File: config.mk
export PLATFORM = sky130hd
export DESIGN_NAME = latch_write_sequencer
export DESIGN_NICKNAME = d
export VERILOG_FILES = /design/src/rtl/latch_seq_pkg.sv /design/src/rtl/phase_counter.sv /design/src/rtl/latch_write_sequencer.sv
export SDC_FILE = /design/constraint.sdc
export NUM_CORES = 1
export LEC_CHECK = 0
export CORE_ASPECT_RATIO = 0.9
export CORE_MARGIN = 1
export CORE_UTILIZATION = 42
export CTS_CLUSTER_SIZE = 16
export DETAILED_ROUTE_END_ITERATION = 8
export DONT_BUFFER_PORTS = 1
export SLEW_MARGIN = 20
export SYNTH_ARGS = -nofsm -noshare
export SYNTH_HDL_FRONTEND = slang
export SYNTH_SLANG_ARGS = --single-unit
File: constraint.sdc
create_clock -name clk -period 2.1 [get_ports clk]
set_clock_uncertainty 0.15 [all_clocks]
set_input_delay 0.21 -clock clk [delete_from_list [all_inputs] [get_ports clk]]
set_output_delay 0.21 -clock clk [all_outputs]
set_load 0.05 [all_outputs]
File: src/rtl/latch_seq_pkg.sv
// latch_seq_pkg: shared FSM state type and default phase lengths for the latch write sequencer.
package latch_seq_pkg;

    typedef enum logic [1:0] {IDLE, SETUP, OPEN, HOLD} state_t;

    localparam int SETUP_CYC_DEF = 2;
    localparam int OPEN_CYC_DEF  = 4;
    localparam int HOLD_CYC_DEF  = 2;

endpackage

File: src/rtl/phase_counter.sv
// phase_counter: 8-bit loadable down-counter with zero flag; stops at zero instead of wrapping.
// Ports: clk, rst_n (async active-low), load/load_val (load has priority), dec (count down), zero (count == 0).
module phase_counter (
    input  logic       clk,
    input  logic       rst_n,
    input  logic       load,
    input  logic [7:0] load_val,
    input  logic       dec,
    output logic       zero
);

    logic [7:0] count;

    always_ff @(posedge clk or negedge rst_n) begin
        if (!rst_n)
            count <= '0;
        else if (load)
            count <= load_val;
        else if (dec && count != 8'd0)
            count <= count - 8'd1;
    end

    assign zero = (count == 8'd0);

endmodule

File: src/rtl/latch_write_sequencer.sv
// latch_write_sequencer: hands one word at a time to a transparent latch with setup/open/hold timing.
// Ports: clk, rst_n (async active-low); in_valid/in_ready/in_data upstream handshake;
//        latch_en/latch_data drive the latch; busy = not idle; done = one-cycle completion pulse.
module latch_write_sequencer
    import latch_seq_pkg::*;
#(
    parameter int DATA_W    = 1,
    parameter int SETUP_CYC = SETUP_CYC_DEF,
    parameter int OPEN_CYC  = OPEN_CYC_DEF,
    parameter int HOLD_CYC  = HOLD_CYC_DEF
) (
    input  logic              clk,
    input  logic              rst_n,
    input  logic              in_valid,
    output logic              in_ready,
    input  logic [DATA_W-1:0] in_data,
    output logic              latch_en,
    output logic [DATA_W-1:0] latch_data,
    output logic              busy,
    output logic              done
);

    state_t     state;
    logic       load;
    logic       dec;
    logic       zero;
    logic [7:0] load_val;

    // Each phase loads (length - 1) on entry; the phase ends on the cycle the counter reads zero.
    // Leaving HOLD reloads 0 so the counter rests at zero while idle.
    always_comb begin
        load     = (state == IDLE) ? (in_valid && in_ready) : zero;
        load_val = (state == IDLE)  ? 8'(SETUP_CYC - 1) :
                   (state == SETUP) ? 8'(OPEN_CYC - 1)  :
                   (state == OPEN)  ? 8'(HOLD_CYC - 1)  : 8'd0;
        dec      = (state != IDLE) && !zero;
    end

    phase_counter u_cnt (
        .clk      (clk),
        .rst_n    (rst_n),
        .load     (load),
        .load_val (load_val),
        .dec      (dec),
        .zero     (zero)
    );

    // latch_data is only written in IDLE, where latch_en is already low and stays low into SETUP.
    always_ff @(posedge clk or negedge rst_n) begin
        if (!rst_n) begin
            state      <= IDLE;
            latch_en   <= 1'b0;
            latch_data <= '0;
            busy       <= 1'b0;
            done       <= 1'b0;
            in_ready   <= 1'b1;
        end else begin
            done <= 1'b0;
            case (state)
                IDLE: if (in_valid && in_ready) begin
                    latch_data <= in_data;
                    state      <= SETUP;
                    busy       <= 1'b1;
                    in_ready   <= 1'b0;
                end
                SETUP: if (zero) begin
                    state    <= OPEN;
                    latch_en <= 1'b1;
                end
                OPEN: if (zero) begin
                    state    <= HOLD;
                    latch_en <= 1'b0;
                end
                HOLD: if (zero) begin
                    state    <= IDLE;
                    busy     <= 1'b0;
                    in_ready <= 1'b1;
                    done     <= 1'b1;
                end
                default: state <= IDLE;
            endcase
        end
    end

endmodule

## After elaboration in Yosys (flattened, before gate mapping)

Index checks and enable logic that the tools add are counted.

| cells by class | value |
|---|---|
| add/sub/neg operators | 1 |
| $mul | 0 |
| div/mod/pow operators | 0 |
| $lt $le $gt $ge | 0 |
| equal/unequal tests | 7 |
| shift operators | 0 |
| muxes and demuxes | 20 |
| bitwise gates (word level) | 0 |
| reduce and logical (&&, ||, !) cells | 15 |

Operators with widths:

| cell | number |
|---|---|
| $mux W8 | 2 |
| $mux W2 | 6 |
| $logic_not A8 Y1 | 1 |
| $mux W1 | 8 |
| $pmux W2 S4 | 1 |
| $reduce_bool A2 Y1 | 4 |
| $reduce_bool A8 Y1 | 1 |
| $sub A8 B1 Y8 const B | 1 |
| $ne A2 B2 Y1 const B | 3 |
| $pmux W1 S2 | 3 |
| $reduce_and A3 Y1 | 2 |
| $eq A2 B2 Y1 const B | 2 |
| $reduce_and A4 Y1 | 1 |
| $logic_and A1 B1 Y1 | 3 |
| $eq A2 B1 Y1 const B | 1 |
| $logic_not A2 Y1 | 1 |
| $ne A2 B1 Y1 const B | 1 |
| $reduce_and A2 Y1 | 1 |
| $logic_not A1 Y1 | 1 |

| storage, ports and cells | value |
|---|---|
| flip-flop bits (word level) | 15 |
| latch bits | 0 |
| bits in writable memories | 0 |
| bits in read-only memories | 0 |
| output and inout port bits | 5 |
| logic and storage cells | 50 |
| memories kept | 0 |

## Logic depth before layout (Yosys ltp)

Gate-level depths: netlist (run 1).

| depth | value |
|---|---|
| word-level depth | 6 |
| gate-level depth with buffers | 6 |
| mapped depth without buffers | 6 |

## Hierarchy

From an unflattened synthesis (run 1), not the netlist that was laid out.

| second synthesis, totals | value |
|---|---|
| cell total of the unflattened synthesis | 100 |
| area total of the unflattened synthesis | 963.4 sq um |

Modules (own cells, without submodules):

| module | instances | cells an instance | area an instance (sq um) | sequential area each (sq um) |
|---|---|---|---|---|
| phase_counter | 1 | 58 | 528.0 | 200.2 |
| latch_write_sequencer | 1 | 42 | 435.4 | 176.4 |

## Worst setup path after synthesis (run 1)

No wires, ideal clock.

| path | value |
|---|---|
| path kind | register to register |
| start point | register u_cnt.count[3] |
| end point | register state[1] |
| arrival | 1820 ps |
| setup slack | 3 ps |
| stages on the path, launching flop included | 5 |
| path buffers | 0 |
| clock period less this slack | 2097 ps |
| path through | dfrtp_1 or3_4 or4_4 a21oi_4 mux2_1 |

| between the ends | value |
|---|---|
| cells in the longest elaborated chain, start to end | 3 |
| elaborated cells on any way between the ends | 5 |

Ends and longest elaborated chain:

| what | RTL line | RTL |
|---|---|---|
| start: declaration | phase_counter.sv:12 | `logic [7:0] count;` |
| start signal: assignment | phase_counter.sv:18 | `count <= load_val;` |
| start signal: assignment | phase_counter.sv:20 | `count <= count - 8'd1;` |
| $logic_not A8 Y1 (*) | phase_counter.sv:23 | `assign zero = (count == 8'd0);` |
| $ne A2 B2 Y1 (no source line) | - |  |
| $reduce_and A4 Y1 (no source line) (*) | - |  |
| end signal: assignment | latch_write_sequencer.sv:51 | `state <= IDLE;` |
| end signal: assignment | latch_write_sequencer.sv:62 | `state <= SETUP;` |
| end signal: assignment | latch_write_sequencer.sv:67 | `state <= OPEN;` |
| end: declaration | latch_write_sequencer.sv:23 | `state_t state;` |

Mark *: on every way between the ends. The rest lies on a longest branch, timed or not.
A chain may end at the register's enable or synchronous reset.

## Worst setup path after layout (run 1)

| path | value |
|---|---|
| start point | register u_cnt.count[0] |
| end point | register state[1] |

Same word-level chain as after synthesis.

==> flow_metrics.py, run 1 <==
metrics = {
    "logic_synthesis": {
        "synth-seq-cells": 15,
        "synth_area_per_cell_um2": 10.51,
        "syn_area_um2": 862.1,
        "syn_inst": 82,
        "ys_warn_count": 0,
        "ys_types": 34,
        "syn_nets": 93,
        "ys_seq_area_share_pct": 43.69,
    },
    "floorplanning": {
        "io_pins": 9,
        "floorplan.initialDensity_pct": 45.03,
        "chipWidth_um": 49.76,
        "die_h_um": 44.98,
        "num_rows": 15,
        "die-area_um2": 2238,
        "coreArea_um2": 1914,
    },
    "drt": {
        "wl_per_cell_um": 13.31,
        "remaining_drc_errors": 0,
        "vias": 660,
        "postRouteWirelength_mm": 1.650,
        "viasPerCell": 5.323,
        "final_antenna_net_count": 0,
        "firstDrtPassIters": 4,
        "drt-initial-drc-count": 4,
    },
    "final_layout": {
        "drive_gt1_share_pct": 22.22,
        "syn2layout_area_growth_pct": 18.58,
        "final_core_util_pct": 53.40,
        "num_antenna_cells": 0,
        "final_nets": 111,
        "instances_no_fill": 124,
        "final_area_um2": 1022,
    },
    "global_route": {
        "overflow": 0,
        "antenna_found_initial": 0,
        "grt_max_degree": 16,
        "grt_pass1_vias": 641,
        "grt_pass1_wl_mm": 2.863,
        "grt_use_total_pct": 17.51,
    },
    "min_path": {
        "hold_depth": 2,
        "holdPathEnd": "latch_data$_DFFE_PN0P_",
        "hp-start": "in_valid",
        "hold_class": "in2reg",
    },
    "setup_path": {
        "regToRegEndpoint": "state[1]$_DFFE_PN0P_",
        "worstPathRequired_ns": 2.12,
        "critical_path_class": "reg2reg",
        "r2r_cells": 6,
        "cp-end-kind": "flip-flop",
        "worst-path-max-fanout": 4,
        "crit_path_start_kind": "flip-flop",
        "cp-startpoint": "u_cnt.count[0]$_DFFE_PN0P_",
        "r2r-start": "u_cnt.count[0]$_DFFE_PN0P_",
        "critPathArrivalTime_ns": 2.03,
        "r2r_setup_slack_ns": 0.1,
    },
    "sta": {
        "grt_setup_unrepaired": "no",
        "relSlewSlack_pct": 56.02,
        "hold_violations": 0,
        "worst_hold_slack_ns": 0.02052,
        "timing.final.crit_period_ns": 2.002,
        "setup_ws_ns": 0.09773,
        "setup_viol": 0,
        "post-route-period-util_pct": 95.35,
        "fmax_ghz": 0.4994,
        "worst_slew_pin_slew_ns": 0.6575,
        "tns_ns": 0,
        "slew_viol_final": 0,
    },
    "place": {
        "placed_cell_area_um2": 968.4,
        "dp_cells": 117,
        "port-buffer-count": 0,
        "dp_hpwl_mm": 1.320,
        "dpl_worst_slack_ns": 0.04591,
        "gp_congestion": 0.8368,
    },
    "power": {
        "power.density_nw_per_um2": 445.6,
        "clockPowerShare_pct": 34.9,
        "comb_power_share_pct": 1.7,
        "power.switching_mw": 0.09068,
        "seqPwrFrac_pct": 63.4,
        "leakage_nw": 0.4682,
        "peakVddDrop_uv": 316.3,
        "p_int_mw": 0.3649,
        "sw_frac_of_total_pct": 19.90,
        "total_power_mw": 0.4556,
    },
    "clock_network": {
        "cts_buffers": 3,
        "clock_latency_ns": 0.28,
        "clock_sinks": 15,
        "cts.htree.levels": 1,
        "clock_path_buffers": 2,
        "clock-root-buffer": "clkbuf_4",
        "clkTransAtPathRegs_ns": 0.09,
        "tritoncts": "yes",
    },
    "outcome": {
        "status": "completed",
    },
    "run": {
        "maxCapViolCount": 0,
    },
}
-- area by class of cell --
cell class                 instances  area (µm²)
tap                               25       31.28
multi-input combinational         60       459.2
clock buffer                       4       26.28
timing repair buffer              13       102.6
sequential                        15       376.6
inverter                           7       26.28
fill                             194       892.1
-- what timing repair did --
action	in CTS	in global routing
setup endpoints to repair	0	1
resized for setup	0	1
hold buffers	2	0
buffers inserted	0	1
endpoints found under the hold margin	16	0
-- placed cells by master (no fill, tap or decap), types with 2 or more instances in the layout --
master         instances
dfrtp_1               14
buf_4                 11
nand2_1                7
ha_1                   7
inv_1                  6
nor2_1                 5
o21ai_0                4
nand2b_1               3
o21ai_1                3
a21oi_1                3
clkbuf_4               3
nor4_1                 2
o2bb2ai_1              2
or3_1                  2
nand3_1                2
dlygate4sd3_1          2
-- critical path, stage by stage (launching register included) --
cell      delay (ns)
dfrtp_1         0.42
inv_2           0.08
ha_1            0.14
nand2b_1        0.07
or4_4           0.53
a21oi_4         0.18
mux2_1          0.32
-- Yosys cell counts, drive strengths merged --
library cell | count | area, µm²
dfrtp | 14 | 350.3
ha | 7 | 87.58
inv | 7 | 26.28
nand2 | 7 | 26.28
o21ai | 7 | 35.03
nor2 | 5 | 18.77
a21oi | 4 | 31.28
nand2b | 3 | 18.77
or3 | 3 | 23.77
mux2 | 2 | 22.52
nand3 | 2 | 10.01
nor3 | 2 | 15.01
nor4 | 2 | 12.51
o2bb2ai | 2 | 17.52
a211oi | 1 | 7.510
a21o | 1 | 7.510
a221oi | 1 | 8.760
a32o | 1 | 10.01
and2 | 1 | 6.260
dfstp | 1 | 26.28
mux2i | 1 | 10.01
nand4 | 1 | 6.260
o221ai | 1 | 8.760
o32a | 1 | 10.01
o32ai | 1 | 8.760
o41ai | 1 | 27.53
or4 | 1 | 11.26
xnor2 | 1 | 8.760
xor2 | 1 | 8.760
-- flip-flops by register name, indices dropped and copies added, names as in the netlist --
register and flops:
latch_data 1, done 1, in_ready 1, busy 1, state 2, latch_en 1
u_cnt.count 8
-- logic make-up (layout without fill, tap and decap cells) --
logic type	count (synthesis)	after routing	share of synthesized area, %
compound gates	21	21	20.03
flops	15	15	43.69
fa+ha+maj	7	7	10.16
simple gates	27	27	17.27
buf+inv	7	24	3.048
xor+xnor	2	2	2.032
mux	3	3	3.773
-- worst max path at each step --
stage | endpoint | slack [ns] | depth (start not counted)
floorplan | state[1]$_DFFE_PN0P_ | 0.003 | 4
global placement | state[1]$_DFFE_PN0P_ | 0.08 | 4
detailed placement | state[1]$_DFFE_PN0P_ | 0.05 | 4
CTS | state[1]$_DFFE_PN0P_ | 0.05 | 4
global route | state[1]$_DFFE_PN0P_ | 0.03 | 6
finish | state[1]$_DFFE_PN0P_ | 0.1 | 6
-- power groups by stage --
stage	clock network [mW]	registers [mW]	logic, mW
after global placement	0	0.294	0.0000315
after CTS	0.166	0.289	0.00858
after global routing	0.180	0.289	0.00967
after detailed placement	0	0.294	0.0000315
after floorplan	0	0.294	0.0000314
final	0.159	0.289	0.00795
-- metal layers --
metal | global-route usage (%) | share of wire [%] | routed length, µm
met1 | 25.43 | 52 | 866
met3 | 5.387 | 5.0 | 83
met4 | 4.571 | 0.42 | 7
met5 | 0 | 0 | 0
met2 | 25.41 | 42 | 692
No activity file was read; power rests on OpenSTA's default activity.
==> inputs of run 2 (changes only) <==
CORE_UTILIZATION = 40   (was 42)
==> run 2 against run 1 <==
Effect of this change: clock power up 6%; first-iteration DRC count rose to 6.8 times the previous value; total power grew 2.1%; largest cell class unchanged; fmax is 1.0% lower; sequential power about the same; die area rose by 4.8%; combinational power is 3.1% higher; flip-flop and latch count unchanged.
==> flow_metrics.py, run 2 (same netlist as run 1, synthesis figures left out) <==
metrics = {
    "outcome": {
        "status": "completed",
    },
    "final_layout": {
        "regMostFlops": "u_cnt.count",
        "reg.largest.list": "u_cnt.count x8, state x2",
        "syn2layout_area_growth_pct": 19.45,
        "instances_no_fill": 125,
        "final_cell_mix": "dfrtp_1, buf_4, nand2_1, ha_1, inv_1",
        "final_common_cell": "dfrtp_1",
        "drive_gt1_share_pct": 23.00,
        "final_area_um2": 1030,
        "num-fill-cells": 183,
        "final_nets": 112,
        "num_antenna_cells": 0,
        "largest_reg_flops": 8,
    },
    "drt": {
        "drt-initial-drc-count": 27,
        "wl_per_cell_um": 14.74,
        "remaining_drc_errors": 0,
        "final_antenna_net_count": 0,
        "viasPerCell": 5.464,
        "postRouteWirelength_mm": 1.842,
        "vias": 683,
        "firstDrtPassIters": 4,
    },
    "clock_network": {
        "clock_sinks": 15,
        "clock_latency_ns": 0.29,
        "tritoncts": "yes",
        "clkTransAtPathRegs_ns": 0.10,
        "cts.htree.levels": 1,
        "clock-root-buffer": "clkbuf_4",
        "cts_buffers": 3,
        "clock_path_buffers": 2,
    },
    "setup_path": {
        "r2r_cells": 6,
        "critical_path_class": "reg2reg",
        "cp-end-kind": "flip-flop",
        "worstPathRequired_ns": 2.13,
        "crit_path_start_kind": "flip-flop",
        "worst-path-max-fanout": 4,
        "regToRegEndpoint": "state[1]$_DFFE_PN0P_",
        "r2r_setup_slack_ns": 0.08,
        "critPathArrivalTime_ns": 2.06,
        "r2r-start": "u_cnt.count[0]$_DFFE_PN0P_",
    },
    "floorplanning": {
        "die_h_um": 46.04,
        "num_rows": 15,
        "floorplan.initialDensity_pct": 43.75,
        "chipWidth_um": 50.94,
        "coreArea_um2": 1971,
        "die-area_um2": 2345,
        "io_pins": 9,
    },
    "min_path": {
        "holdPathEnd": "latch_data$_DFFE_PN0P_",
        "hp-start": "in_valid",
        "hold_class": "in2reg",
        "hold_depth": 2,
    },
    "place": {
        "dp_hpwl_mm": 1.337,
        "port-buffer-count": 0,
        "placed_cell_area_um2": 968.4,
        "gp_congestion": 0.7780,
        "dp_cells": 117,
    },
    "sta": {
        "hold_violations": 0,
        "post-route-period-util_pct": 96.36,
        "worst_slew_pin_slew_ns": 0.6779,
        "fmax_ghz": 0.4942,
        "setup_viol": 0,
        "slew_viol_final": 0,
        "tns_ns": 0,
        "relSlewSlack_pct": 54.65,
        "timing.final.crit_period_ns": 2.023,
        "worst_hold_slack_ns": 0.01609,
    },
    "global_route": {
        "overflow": 0,
        "grt_use_total_pct": 19.55,
        "antenna_found_initial": 0,
        "grt_max_degree": 16,
        "grt_pass1_vias": 664,
        "grt_pass1_wl_mm": 3.194,
    },
    "power": {
        "power.density_nw_per_um2": 451.8,
        "peakVddDrop_uv": 375.0,
        "total_power_mw": 0.4653,
        "leakage_nw": 0.4723,
    },
    "run": {
        "maxCapViolCount": 0,
    },
}
[run 2: cell count changes in the layout (fill, tap and decap cells not counted), sizes merged]
| cell | change |
|---|---|
| buf | +1 |
[run 2: power breakdown]
group          leakage, nW  switching [mW]  internal [mW]  total [mW]
clock network       0.0150          0.0945         0.0738       0.168
logic                0.282         0.00567        0.00252     0.00820
registers            0.175               0          0.289       0.289
[run 2: routing by layer]
metal	vias up	global-route usage, %	share of wire (%)
met5	-	0	0
met2	12	28.95	43
met4	0	5.000	0.71
li1	336	-	-
met1	333	27.61	52
met3	2	6.000	4.2
[run 2: worst max path at each step]
stage                          startpoint                    to  slack, ns  depth (start not counted)
6_report       u_cnt.count[0]$_DFFE_PN0P_  state[1]$_DFFE_PN0P_       0.08                          6
4_1_cts        u_cnt.count[3]$_DFFE_PN0P_  state[1]$_DFFE_PN0P_       0.03                          4
2_1_floorplan  u_cnt.count[3]$_DFFE_PN0P_  state[1]$_DFFE_PN0P_      0.003                          4
3_3_place_gp   u_cnt.count[3]$_DFFE_PN0P_  state[1]$_DFFE_PN0P_       0.07                          4
3_5_place_dp   u_cnt.count[3]$_DFFE_PN0P_  state[1]$_DFFE_PN0P_       0.04                          4
5_1_grt        u_cnt.count[0]$_DFFE_PN0P_  state[1]$_DFFE_PN0P_     -0.006                          6
[run 2: repair_timing]
| item | 4_1_cts | 5_1_grt |
|---|---|---|
| hold endpoints to repair | 16 | 0 |
| hold buffers | 2 | 0 |
| setup endpoints to repair | 0 | 1 |
| gates resized for setup | 0 | 1 |
| setup buffers | 0 | 2 |
[run 2: stage by stage]
step	setup WS, ns	util [%]
global route	-0.006307	52.25
CTS	0.03300	51.49
finish	0.07653	52.25
floorplan	0.002599	-
detailed placement	0.03550	49.14
global placement	0.07456	49.14
[run 2: critical path, stage by stage, from the launching register on]
cell and delay, ns:
dfrtp_1 0.43, inv_2 0.09, ha_1 0.14, nand2b_1 0.07, or4_4 0.54, a21oi_4 0.18, mux2_1 0.33
[run 2: area by class of cell]
class	count	area (µm²)	area share (%)
multi-input combinational	60	459.2	44.59
clock buffer	4	26.28	2.552
sequential	15	376.6	36.57
tap	25	31.28	3.038
inverter	7	26.28	2.552
timing repair buffer	14	110.1	10.69
